### src/rtl/key_code_encoder_pkg.sv
// Shared key-code constants, FSM state encoding and the ASCII-to-code map.
// Machine imports the same constants, so the code values live here only.
package game_key_pkg;

   localparam logic [3:0] KEY_IDLE    = 4'b0000;
   localparam logic [3:0] KEY_UP      = 4'b0001;
   localparam logic [3:0] KEY_LEFT    = 4'b0010;
   localparam logic [3:0] KEY_DOWN    = 4'b0011;
   localparam logic [3:0] KEY_RIGHT   = 4'b0100;
   localparam logic [3:0] KEY_CONFIRM = 4'b0101;
   localparam logic [3:0] KEY_CANCEL  = 4'b0110;

   typedef enum logic [1:0] {
      ST_IDLE  = 2'd0,
      ST_PULSE = 2'd1,
      ST_GAP   = 2'd2
   } state_e;

   // Letters are folded to lower case first; anything unmapped returns KEY_IDLE.
   function automatic logic [3:0] key_map(input logic [7:0] c);
      logic [7:0] lc;
      lc = ((c >= 8'h41) && (c <= 8'h5A)) ? (c | 8'h20) : c;
      case (lc)
         8'h77:   key_map = KEY_UP;      // 'w'
         8'h61:   key_map = KEY_LEFT;    // 'a'
         8'h73:   key_map = KEY_DOWN;    // 's'
         8'h64:   key_map = KEY_RIGHT;   // 'd'
         8'h20:   key_map = KEY_CONFIRM; // space
         8'h0D:   key_map = KEY_CONFIRM; // carriage return
         8'h78:   key_map = KEY_CANCEL;  // 'x'
         8'h1B:   key_map = KEY_CANCEL;  // escape
         default: key_map = KEY_IDLE;
      endcase
   endfunction

endpackage

### src/rtl/key_code_encoder_if.sv
// Bus between the UART receiver side and the key encoder, plus the
// encoder's outputs towards Machine.
interface key_code_encoder_if;
   logic [7:0] rx_data;
   logic       rx_valid;
   logic [3:0] keyboard;
   logic       busy;
   logic       overflow;

   modport master (
      output rx_data, rx_valid,
      input  keyboard, busy, overflow
   );

   modport slave (
      input  rx_data, rx_valid,
      output keyboard, busy, overflow
   );
endinterface

### src/rtl/key_fifo.sv
// Small pending-code FIFO, 4-bit wide, DEPTH a power of two (>= 2).
// Pointers carry one extra wrap bit to tell full from empty. A write while
// full is accepted only when a read happens on the same edge.
module key_fifo #(
   parameter int DEPTH = 4
) (
   input  logic       clk,
   input  logic       rst_n,
   input  logic       wr_en,
   input  logic       rd_en,
   input  logic [3:0] din,
   output logic [3:0] dout,
   output logic       full,
   output logic       empty
);
   localparam int AW = $clog2(DEPTH);

   logic [3:0]  mem_q [DEPTH];
   logic [AW:0] wr_ptr_q, wr_ptr_d;
   logic [AW:0] rd_ptr_q, rd_ptr_d;
   logic        do_wr, do_rd;

   assign empty = (wr_ptr_q == rd_ptr_q);
   assign full  = (wr_ptr_q[AW] != rd_ptr_q[AW]) &&
                  (wr_ptr_q[AW-1:0] == rd_ptr_q[AW-1:0]);
   assign dout  = mem_q[rd_ptr_q[AW-1:0]];
   assign do_rd = rd_en && !empty;
   assign do_wr = wr_en && (!full || do_rd);

   // Next pointer values.
   always_comb begin
      wr_ptr_d = wr_ptr_q;
      rd_ptr_d = rd_ptr_q;
      if (do_wr) wr_ptr_d = wr_ptr_q + 1'b1;
      if (do_rd) rd_ptr_d = rd_ptr_q + 1'b1;
   end

   // Pointer registers; reset empties the FIFO.
   always_ff @(posedge clk or negedge rst_n) begin
      if (!rst_n) begin
         wr_ptr_q <= '0;
         rd_ptr_q <= '0;
      end else begin
         wr_ptr_q <= wr_ptr_d;
         rd_ptr_q <= rd_ptr_d;
      end
   end

   // Storage; contents are don't-care while the pointers say empty.
   always_ff @(posedge clk) begin
      if (do_wr) mem_q[wr_ptr_q[AW-1:0]] <= din;
   end

endmodule

### src/rtl/key_code_encoder.sv
// Turns ASCII key bytes into timed 4-bit command pulses for Machine.
// Each code is driven for PULSE_CYCLES, then keyboard idles for GAP_CYCLES.
// Optional build macro KEY_REPEAT_FILTER_EN drops a code equal to the one
// currently pulsing or to the last code queued (terminal auto-repeat).
module key_code_encoder
   import game_key_pkg::*;
#(
   parameter int PULSE_CYCLES = 4,
   parameter int GAP_CYCLES   = 2,
   parameter int FIFO_DEPTH   = 4
) (
   input logic              clk,
   input logic              rst_n,
   key_code_encoder_if.slave bus
);
   localparam int CNT_MAX = (PULSE_CYCLES > GAP_CYCLES) ? PULSE_CYCLES : GAP_CYCLES;
   localparam int CNT_W   = $clog2(CNT_MAX + 1);

   state_e           state_q, state_d;
   logic [CNT_W-1:0] cnt_q, cnt_d;
   logic [3:0]       key_q, key_d;
   logic             overflow_q, overflow_d;

   logic [3:0] code;
   logic       recog;
   logic       dup;
   logic       accept;
   logic       pop;
   logic       fifo_wr;
   logic       fifo_full, fifo_empty;
   logic [3:0] fifo_dout;

   assign code   = key_map(bus.rx_data);
   assign recog  = bus.rx_valid && (code != KEY_IDLE);
   assign accept = recog && !dup;
   assign pop    = (state_q == ST_IDLE) && !fifo_empty;
   // A pop on the same edge frees a slot, so a write into a full FIFO still lands.
   assign fifo_wr    = accept && (!fifo_full || pop);
   assign overflow_d = accept && fifo_full && !pop;

`ifdef KEY_REPEAT_FILTER_EN
   logic [3:0] last_q, last_d;
   logic       last_vld_q, last_vld_d;

   assign dup = ((state_q == ST_PULSE) && (code == key_q)) ||
                (last_vld_q && (code == last_q));

   // Remember the last queued code; forget it once the encoder goes quiet.
   always_comb begin
      last_d     = last_q;
      last_vld_d = last_vld_q;
      if (fifo_wr) begin
         last_d     = code;
         last_vld_d = 1'b1;
      end else if ((state_q == ST_GAP) && (cnt_q == '0) && fifo_empty) begin
         last_vld_d = 1'b0;
      end
   end

   // Repeat-filter registers.
   always_ff @(posedge clk or negedge rst_n) begin
      if (!rst_n) begin
         last_q     <= KEY_IDLE;
         last_vld_q <= 1'b0;
      end else begin
         last_q     <= last_d;
         last_vld_q <= last_vld_d;
      end
   end
`else
   assign dup = 1'b0;
`endif

   key_fifo #(
      .DEPTH (FIFO_DEPTH)
   ) u_fifo (
      .clk   (clk),
      .rst_n (rst_n),
      .wr_en (fifo_wr),
      .rd_en (pop),
      .din   (code),
      .dout  (fifo_dout),
      .full  (fifo_full),
      .empty (fifo_empty)
   );

   // Pulse/gap sequencer: next state, counter and keyboard value.
   always_comb begin
      state_d = state_q;
      cnt_d   = cnt_q;
      key_d   = key_q;
      case (state_q)
         ST_IDLE: begin
            if (!fifo_empty) begin
               key_d   = fifo_dout;
               cnt_d   = CNT_W'(PULSE_CYCLES - 1);
               state_d = ST_PULSE;
            end
         end
         ST_PULSE: begin
            if (cnt_q == '0) begin
               key_d   = KEY_IDLE;
               cnt_d   = CNT_W'(GAP_CYCLES - 1);
               state_d = ST_GAP;
            end else begin
               cnt_d = cnt_q - CNT_W'(1);
            end
         end
         ST_GAP: begin
            if (cnt_q == '0) begin
               state_d = ST_IDLE;
            end else begin
               cnt_d = cnt_q - CNT_W'(1);
            end
         end
         default: begin
            key_d   = KEY_IDLE;
            cnt_d   = '0;
            state_d = ST_IDLE;
         end
      endcase
   end

   // Sequencer and output registers; reset forces keyboard idle at once.
   always_ff @(posedge clk or negedge rst_n) begin
      if (!rst_n) begin
         state_q    <= ST_IDLE;
         cnt_q      <= '0;
         key_q      <= KEY_IDLE;
         overflow_q <= 1'b0;
      end else begin
         state_q    <= state_d;
         cnt_q      <= cnt_d;
         key_q      <= key_d;
         overflow_q <= overflow_d;
      end
   end

   assign bus.keyboard = key_q;
   assign bus.overflow = overflow_q;
   assign bus.busy     = (state_q != ST_IDLE) || !fifo_empty;

endmodule

### src/flat_wrapper.sv
// flat-port wrapper written by rule: the top's interface ports become plain ports
module key_code_encoder_flat import game_key_pkg::*;
#(
   parameter int PULSE_CYCLES = 4,
   parameter int GAP_CYCLES   = 2,
   parameter int FIFO_DEPTH   = 4
)
  (clk, rst_n, bus_rx_data, bus_rx_valid, bus_keyboard, bus_busy, bus_overflow);
  key_code_encoder_if bus_i ();
  input logic clk;
  input logic rst_n;
  input wire logic [$bits(bus_i.rx_data)-1:0] bus_rx_data;
  input wire logic [$bits(bus_i.rx_valid)-1:0] bus_rx_valid;
  output wire logic [$bits(bus_i.keyboard)-1:0] bus_keyboard;
  output wire logic [$bits(bus_i.busy)-1:0] bus_busy;
  output wire logic [$bits(bus_i.overflow)-1:0] bus_overflow;
  assign bus_i.rx_data = bus_rx_data;
  assign bus_i.rx_valid = bus_rx_valid;
  assign bus_keyboard = bus_i.keyboard;
  assign bus_busy = bus_i.busy;
  assign bus_overflow = bus_i.overflow;
  key_code_encoder #(.PULSE_CYCLES(PULSE_CYCLES), .GAP_CYCLES(GAP_CYCLES), .FIFO_DEPTH(FIFO_DEPTH)) u_core (.clk(clk), .rst_n(rst_n), .bus(bus_i));
endmodule
### config.mk
export PLATFORM = sky130hd
export DESIGN_NAME = key_code_encoder_flat
export DESIGN_NICKNAME = d
export VERILOG_FILES = /design/src/rtl/key_code_encoder_pkg.sv /design/src/rtl/key_code_encoder_if.sv /design/src/rtl/key_fifo.sv /design/src/rtl/key_code_encoder.sv /design/src/flat_wrapper.sv
export SDC_FILE = /design/constraint.sdc
export NUM_CORES = 1
export LEC_CHECK = 0
export BUFFER_PORTS_ARGS = -buffer_cell sky130_fd_sc_hd__buf_4
export CAP_MARGIN = 25
export CORE_MARGIN = 2
export CORE_UTILIZATION = 40
export CTS_BUF_LIST = sky130_fd_sc_hd__clkbuf_8
export CTS_CLUSTER_DIAMETER = 30
export CTS_CLUSTER_SIZE = 25
export DETAILED_ROUTE_END_ITERATION = 12
export SETUP_SLACK_MARGIN = 0.02
export SYNTH_ARGS = -nofsm -noshare
export SYNTH_HDL_FRONTEND = slang
export SYNTH_SLANG_ARGS = --single-unit
export TNS_END_PERCENT = 5
### constraint.sdc
create_clock -name clk -period 4.8 [get_ports clk]
set_input_delay 0.72 -clock clk [delete_from_list [all_inputs] [get_ports clk]]
set_output_delay 0.72 -clock clk [all_outputs]
set_load 0.03 [all_outputs]
# After elaboration in Yosys (flattened, before gate mapping)
# Memory sizes are Yosys's and may differ from the RTL's.
# Index checks and enable logic that the tools add are counted.
# totals
reg_bits	16
latchBits	0
ramBits	12
rom_bits	0
out_inout_bits	6
word_cells	69
mem_count	1
# memory_table
name	depth	width	rd	rd_clocked_by_memory_dff	write_ports	line_no	text
u_core.u_fifo.mem_q	4	3	1	0	1	key_fifo.sv:18	logic [3:0] mem_q [DEPTH];
# classes
n_addsub	3
multipliers	0
n_div	0
n_lt_le_gt_ge	2
n_eq_ne	17
shifts	0
mux	15
n_bitwise	1
reduce_logical	24
# op_table
cell	n
$eq 8x7->1 const B	5
$pmux 3 s6	1
$pmux 4 s3	1
$logic_and 1x1->1	9
$mux 3	3
$pmux 3 s3	1
$eq 8x4->1 const B	1
$eq 8x5->1 const B	1
$eq 8x6->1 const B	1
$ge 8x7->1 const B	1
$le 8x7->1 const B	1
$mux 4	2
$add 3x1->3 const B	2
$mux 2	3
$mux 6	1
$pmux 2 s3	1
$reduce_and 3->1	2
$ne 2x1->1 const B	2
$ne 2x2->1 const B	2
$reduce_bool 4->1	1
$reduce_or 2->1	2
$eq 3x3->1	1
$logic_not 1->1	3
$logic_not 3->1	1
other kinds (11)	14

# Depth between registers and ports, before layout
# depth
ltp_word	12
mapped_depth	6
ltp_nobuf	5

# Cells and area by module
# From an unflattened synthesis, not the netlist that was laid out.
# hier_totals
cells_unflattened	162
hier_area_um2	1793.0
# by_module_without_submodules
module	n_inst	cells_per_inst	area_per_inst_um2	seq_area_each_um2
key_fifo	1	68	1024.7	630.6
key_code_encoder	1	94	768.2	250.2

# Worst setup path after synthesis
# Ideal clock, no wire load.
# synth_timing
kind	input port to flip-flop
startpoint	input port bus_rx_data[1]
endpoint	memory u_core.u_fifo.mem_q[0][0] (netlist bit) (enable)
t_arrival_ps	1991
t_required_ps	4497
slack_ps	2506
cell_stages	6
path_cell_list	buf_4 or4_4 a21oi_4 a211oi_2 nor2_4 and2_1
# synth_between
elab_chain_cells	12
elab_cells_between_ends	21
# synth_rtl
element	line_no	text
start: declaration	flat_wrapper.sv:12	input wire logic [$bits(bus_i.rx_data)-1:0] bus_rx_data;
$ge 8x7->1 or $le 8x7->1 (tied branches)	key_code_encoder_pkg.sv:22	lc = ((c >= 8'h41) && (c <= 8'h5A)) ? (c | 8'h20) : c;
$logic_and 1x1->1	key_code_encoder_pkg.sv:22	
$mux 6 (*)	key_code_encoder_pkg.sv:22	
$eq 8x7->1, or another cell as far along	key_code_encoder_pkg.sv:23	case (lc)
$reduce_or 2->1 (no line)	n/a	
$pmux 3 s6 (*)	key_code_encoder_pkg.sv:23	
$reduce_bool 4->1 (*)	key_code_encoder.sv:34	assign recog = bus.rx_valid && (code != KEY_IDLE);
$logic_and 1x1->1 (*)	key_code_encoder.sv:34	
$logic_and 1x1->1 (*)	key_code_encoder.sv:38	assign fifo_wr = accept && (!fifo_full || pop);
$logic_and 1x1->1 (*)	key_fifo.sv:28	assign do_wr = wr_en && (!full || do_rd);
$mux 1 (*)	key_fifo.sv:51	if (do_wr) mem_q[wr_ptr_q[AW-1:0]] <= din;
$mux 1 (implied by the code) (*)	key_fifo.sv:51	
end: declaration	key_fifo.sv:18	
# Every way passes the cells marked *; elsewhere a longest branch is shown, timed or not.

# Worst setup path after layout
# layout_timing
startpoint	register u_core.u_fifo.rd_ptr_q[0]
endpoint	output port bus_busy
# layout_between
elab_chain_cells	3
# layout_rtl
element	line_no	text
start: declaration	key_fifo.sv:20	logic [AW:0] rd_ptr_q, rd_ptr_d;
start signal: assignment	key_fifo.sv:45	rd_ptr_q <= rd_ptr_d;
$eq 3x3->1	key_fifo.sv:23	assign empty = (wr_ptr_q == rd_ptr_q);
$logic_not 1->1	key_code_encoder.sv:141	assign bus.busy = (state_q != ST_IDLE) || !fifo_empty;
$logic_or 1x1->1	key_code_encoder.sv:141	
end: declaration	flat_wrapper.sv:15	output wire logic [$bits(bus_i.busy)-1:0] bus_busy;
# Every way passes these cells.

==> run summary <==
The run finished with clean final reports. The worst hold path belongs to the class in2async. The maximum fanout along the worst path was 8; the total power divided by cell area was 508 nW/µm². The maximum number of pins on one net before global-route repair was 17; the last weighted congestion value of the routability-driven placer was 0.720. Summed over all failing endpoints, the final setup total negative slack is 0 ps. The run gives 4240 µm² as the die outline area.

For the register share of total power, the log shows 0.437. For the fill cell instance count of the final layout, the log shows 352. In the final design database the tool counted 151 nets.

Synthesis instantiated 48 different standard cells from the library. The most frequently used cell type in the post-synthesis netlist was sky130_fd_sc_hd__dfrtp_1. The tools report the number of buffers inserted during clock tree synthesis as 3.

The wire-length estimate of the detail-placed layout is 1960 µm. The synthesized netlist occupies a cell area of 1490 µm². The first global-routing pass estimated 4240 µm of wire.

The CTS H-tree depth is 1. The period utilization works out to 0.544. For the post-CTS setup repair buffer count, the log shows 0. The final count of hold timing violations was 0; the total of hold buffers inserted after clock tree synthesis was 0. The wire length per cell after detailed routing was 14.1 µm.

For the number of nets still failing antenna checks after routing, the log shows 0. The number of global-route vias before repair was 960. The tools report the number of placed instances, taps included as 176. The cell at the slowest stage of the critical path was sky130_fd_sc_hd__dfrtp_1. The switching fraction of total power was 0.377. For the pin with the worst max-slew slack, the measured transition is 628 ps. Wires add up to 2540 µm. The flip-flop and latch count after synthesis came out at 27.

Summed over all cells, the static leakage comes to 0.691 nW. Summed over all layers, the global routing overflow is 0. Portion of the post-synthesis area used by sequential elements: 0.492. Setup repair after global routing left no endpoint under its margin.

Hold timing on the final database bottoms out at a slack of 280 ps. Count of final setup violators: 0. The internal power component was 0.527 mW. Across the routed clock network, the largest skew measured is 7.80 ps. The critical path goes through xnor2_1 -> nand3b_1 -> nor3_1 -> inv_1 -> buf_4. The combinational share of power was 0.415; the synthesized instance count was 121. The area fraction of the dominant cell type after synthesis is 0.251, and the stage delay of the slowest cell on the critical path is 500 ps.

The max-cap violation count is 0, and the relative contribution of the clock network to total power is 0.148. For the number of antenna violations at the first check in global routing, the log shows 0. Measured along the x axis, the die boundary spans 65.1 µm.

The worst register-to-register path ends at u_core.u_fifo.rd_ptr_q[1]. The number of buffers added on ports was 15; the internal reg-to-reg setup slack was 2920 ps. Data arrives at the worst endpoint at 1890 ps.

The proportion of synthesized flip-flops having asynchronous set or reset was 0.556; the number of flops mapped to enable cells by yosys was 12. For the fmax, the log shows 0.383 GHz. The filler-free cell count of the finished design came out at 180. After floorplanning, the core was divided into 22 placement rows.

In the routed design, unresolved DRC markers number 0. Of all cell types, the one taking the most synthesized area is sky130_fd_sc_hd__dfrtp_1. The Yosys step of the flow raised 0 warnings.

The time the final worst path needs with I/O delays and setup was 2610 ps. The commonest cells after synthesis are sky130_fd_sc_hd__dfrtp_1 (15), sky130_fd_sc_hd__edfxtp_1 (12), sky130_fd_sc_hd__nand2_1 (10). The region available for standard cell placement spans 3630 µm². The worst-case IR drop observed on VDD is 0.167 mV. The fraction of final layout cells with drive strength greater than 1 is 0.220. The critical path in this run is classified as reg2out.

Root cell of the clock tree: sky130_fd_sc_hd__clkbuf_8. The first TritonRoute pass finished after 4 iterations. The run gives 4080 ps as the worst path required time. Relative slew slack: 0.580. The tools report the category of the worst setup path capture point as a primary output.

In this run the count of I/O pins placed on the die edge is 17. The clock reaches the later pin of the worst-skew pair after 270 ps. After synthesis, the cell types taking the most area are sky130_fd_sc_hd__dfrtp_1 (25%), sky130_fd_sc_hd__edfxtp_1 (24%), sky130_fd_sc_hd__ha_1 (5.9%). Counting every net in the synthesized netlist gives 139. In this run the critical register-to-register path is launched from u_core.u_fifo.rd_ptr_q[0]. The number of cells traversed by the worst register-to-register path was 4; the average vias per placed instance was 5.41. The total chip power is 0.846 mW, and the max-slew violation count is 0.

The logs give 0 for the number of gates resized after CTS and 0.458 for the share of the core filled with cells in the final layout. Clock tree synthesis found a total of 27 sinks. TritonCTS built the clock tree. The synthesized area divided by synthesized cell count was 12.3 µm²; the power dissipated by switching net loads was 0.319 mW. The clock-pin slew on the worst setup and hold paths came out at 90 ps. Total global-route track usage: 0.133.

The detailed router finished its first iteration with 57 violations. The leading register cell type out of synthesis is sky130_fd_sc_hd__dfrtp_1. Number of buffers on the longest clock path: 2. Signed area change from the synthesized netlist to the final layout: 11.4%. The diode insertion count for antenna repair came out at 0.

The worst setup path is launched from a flip-flop. The final route contains 974 vias. From bottom edge to top edge, the die measures 65.1 µm.

The starting utilization of the core area came out at 0.411.
[power groups by stage]
stage / Clock, mW / Sequential (mW) / Combinational, mW
floorplan: 0 / 0.357 / 0.292
global placement: 0 / 0.374 / 0.340
detailed placement: 0 / 0.376 / 0.355
CTS: 0.130 / 0.371 / 0.357
global route: 0.139 / 0.383 / 0.393
finish: 0.125 / 0.370 / 0.351
[layout make-up]
cell class	count	area [µm²]	share of cell area
well taps	48	60.1	0.0361
repair buffers	15	113	0.0677
multi-input cells	80	688	0.414
clock buffers	3	41.3	0.0248
flip-flops and latches	27	736	0.442
clock inverters	1	3.75	0.00226
inverters	6	22.5	0.0135
[worst max-delay path: cells and delay by family, from the launching register on]
kind	cells	cell delay, ps
xor+xnor	1	240
simple gates	2	630
flops	1	500
buf+inv	2	240
[through the flow]
stage | cell area (µm²) | setup WS, ps
finish | 1660 | 2190
global placement | 1620 | 2420
floorplan | 1490 | 2510
detailed placement | 1620 | 2390
global route | 1660 | 2010
CTS | 1660 | 2160
[flip-flops by register name, summed over array words and instances, names as in the netlist]
name and flops:
u_core.u_fifo.wr_ptr_q 3, u_core.bus.overflow 1, u_core.cnt_q 3, u_core.u_fifo.mem_q 12, u_core.state_q 2, u_core.u_fifo.rd_ptr_q 3, u_core.bus.keyboard 3
[layer usage]
| metal | up-vias | track usage | part of all wire |
|---|---|---|---|
| li1 | 461 | - | - |
| met1 | 489 | 0.136 | 0.40 |
| met2 | 19 | 0.254 | 0.55 |
| met3 | 5 | 0.0257 | 0.033 |
| met4 | 0 | 0.0703 | 0.020 |
| met5 | - | 0 | 0 |
[worst max path at each step]
stage / endpoint / startpoint / cells past startpoint / slack [ps]
after floorplan: u_core.u_fifo.mem_q[0][0] / bus_rx_data[1] / 6 / 2510
after global placement: u_core.u_fifo.mem_q[0][0] / bus_rx_data[0] / 6 / 2420
after detailed placement: u_core.u_fifo.mem_q[2][1] / bus_rx_data[0] / 6 / 2390
after CTS: bus_busy / u_core.u_fifo.rd_ptr_q[0] / 5 / 2160
after global routing: bus_busy / u_core.u_fifo.rd_ptr_q[0] / 5 / 2010
final: bus_busy / u_core.u_fifo.rd_ptr_q[0] / 5 / 2190
[placed cells by master (no fill, tap or decap), types with 3 or more instances in the layout]
cell and n:
sky130_fd_sc_hd__nor2_1 4, sky130_fd_sc_hd__o22ai_1 3, sky130_fd_sc_hd__and2_1 3, sky130_fd_sc_hd__xor2_1 4, sky130_fd_sc_hd__nor3b_1 4, sky130_fd_sc_hd__nand2_1 10, sky130_fd_sc_hd__edfxtp_1 12, sky130_fd_sc_hd__xnor2_1 7
sky130_fd_sc_hd__clkbuf_8 3, sky130_fd_sc_hd__inv_1 7, sky130_fd_sc_hd__a22o_1 3, sky130_fd_sc_hd__o21ai_0 3, sky130_fd_sc_hd__ha_1 7, sky130_fd_sc_hd__dfrtp_1 15, sky130_fd_sc_hd__mux4_2 3, sky130_fd_sc_hd__buf_4 15
[logic make-up after synthesis]
family                   synth area share
AND/OR/NAND/NOR                     0.143
flip-flops                          0.492
AO/OA/AOI/OAI                       0.125
buffers and inverters              0.0469
XOR/XNOR                           0.0645
adder cells (fa/ha/maj)            0.0586
multiplexers                       0.0670
other                             0.00251
Power figures use the tool's default switching activity.
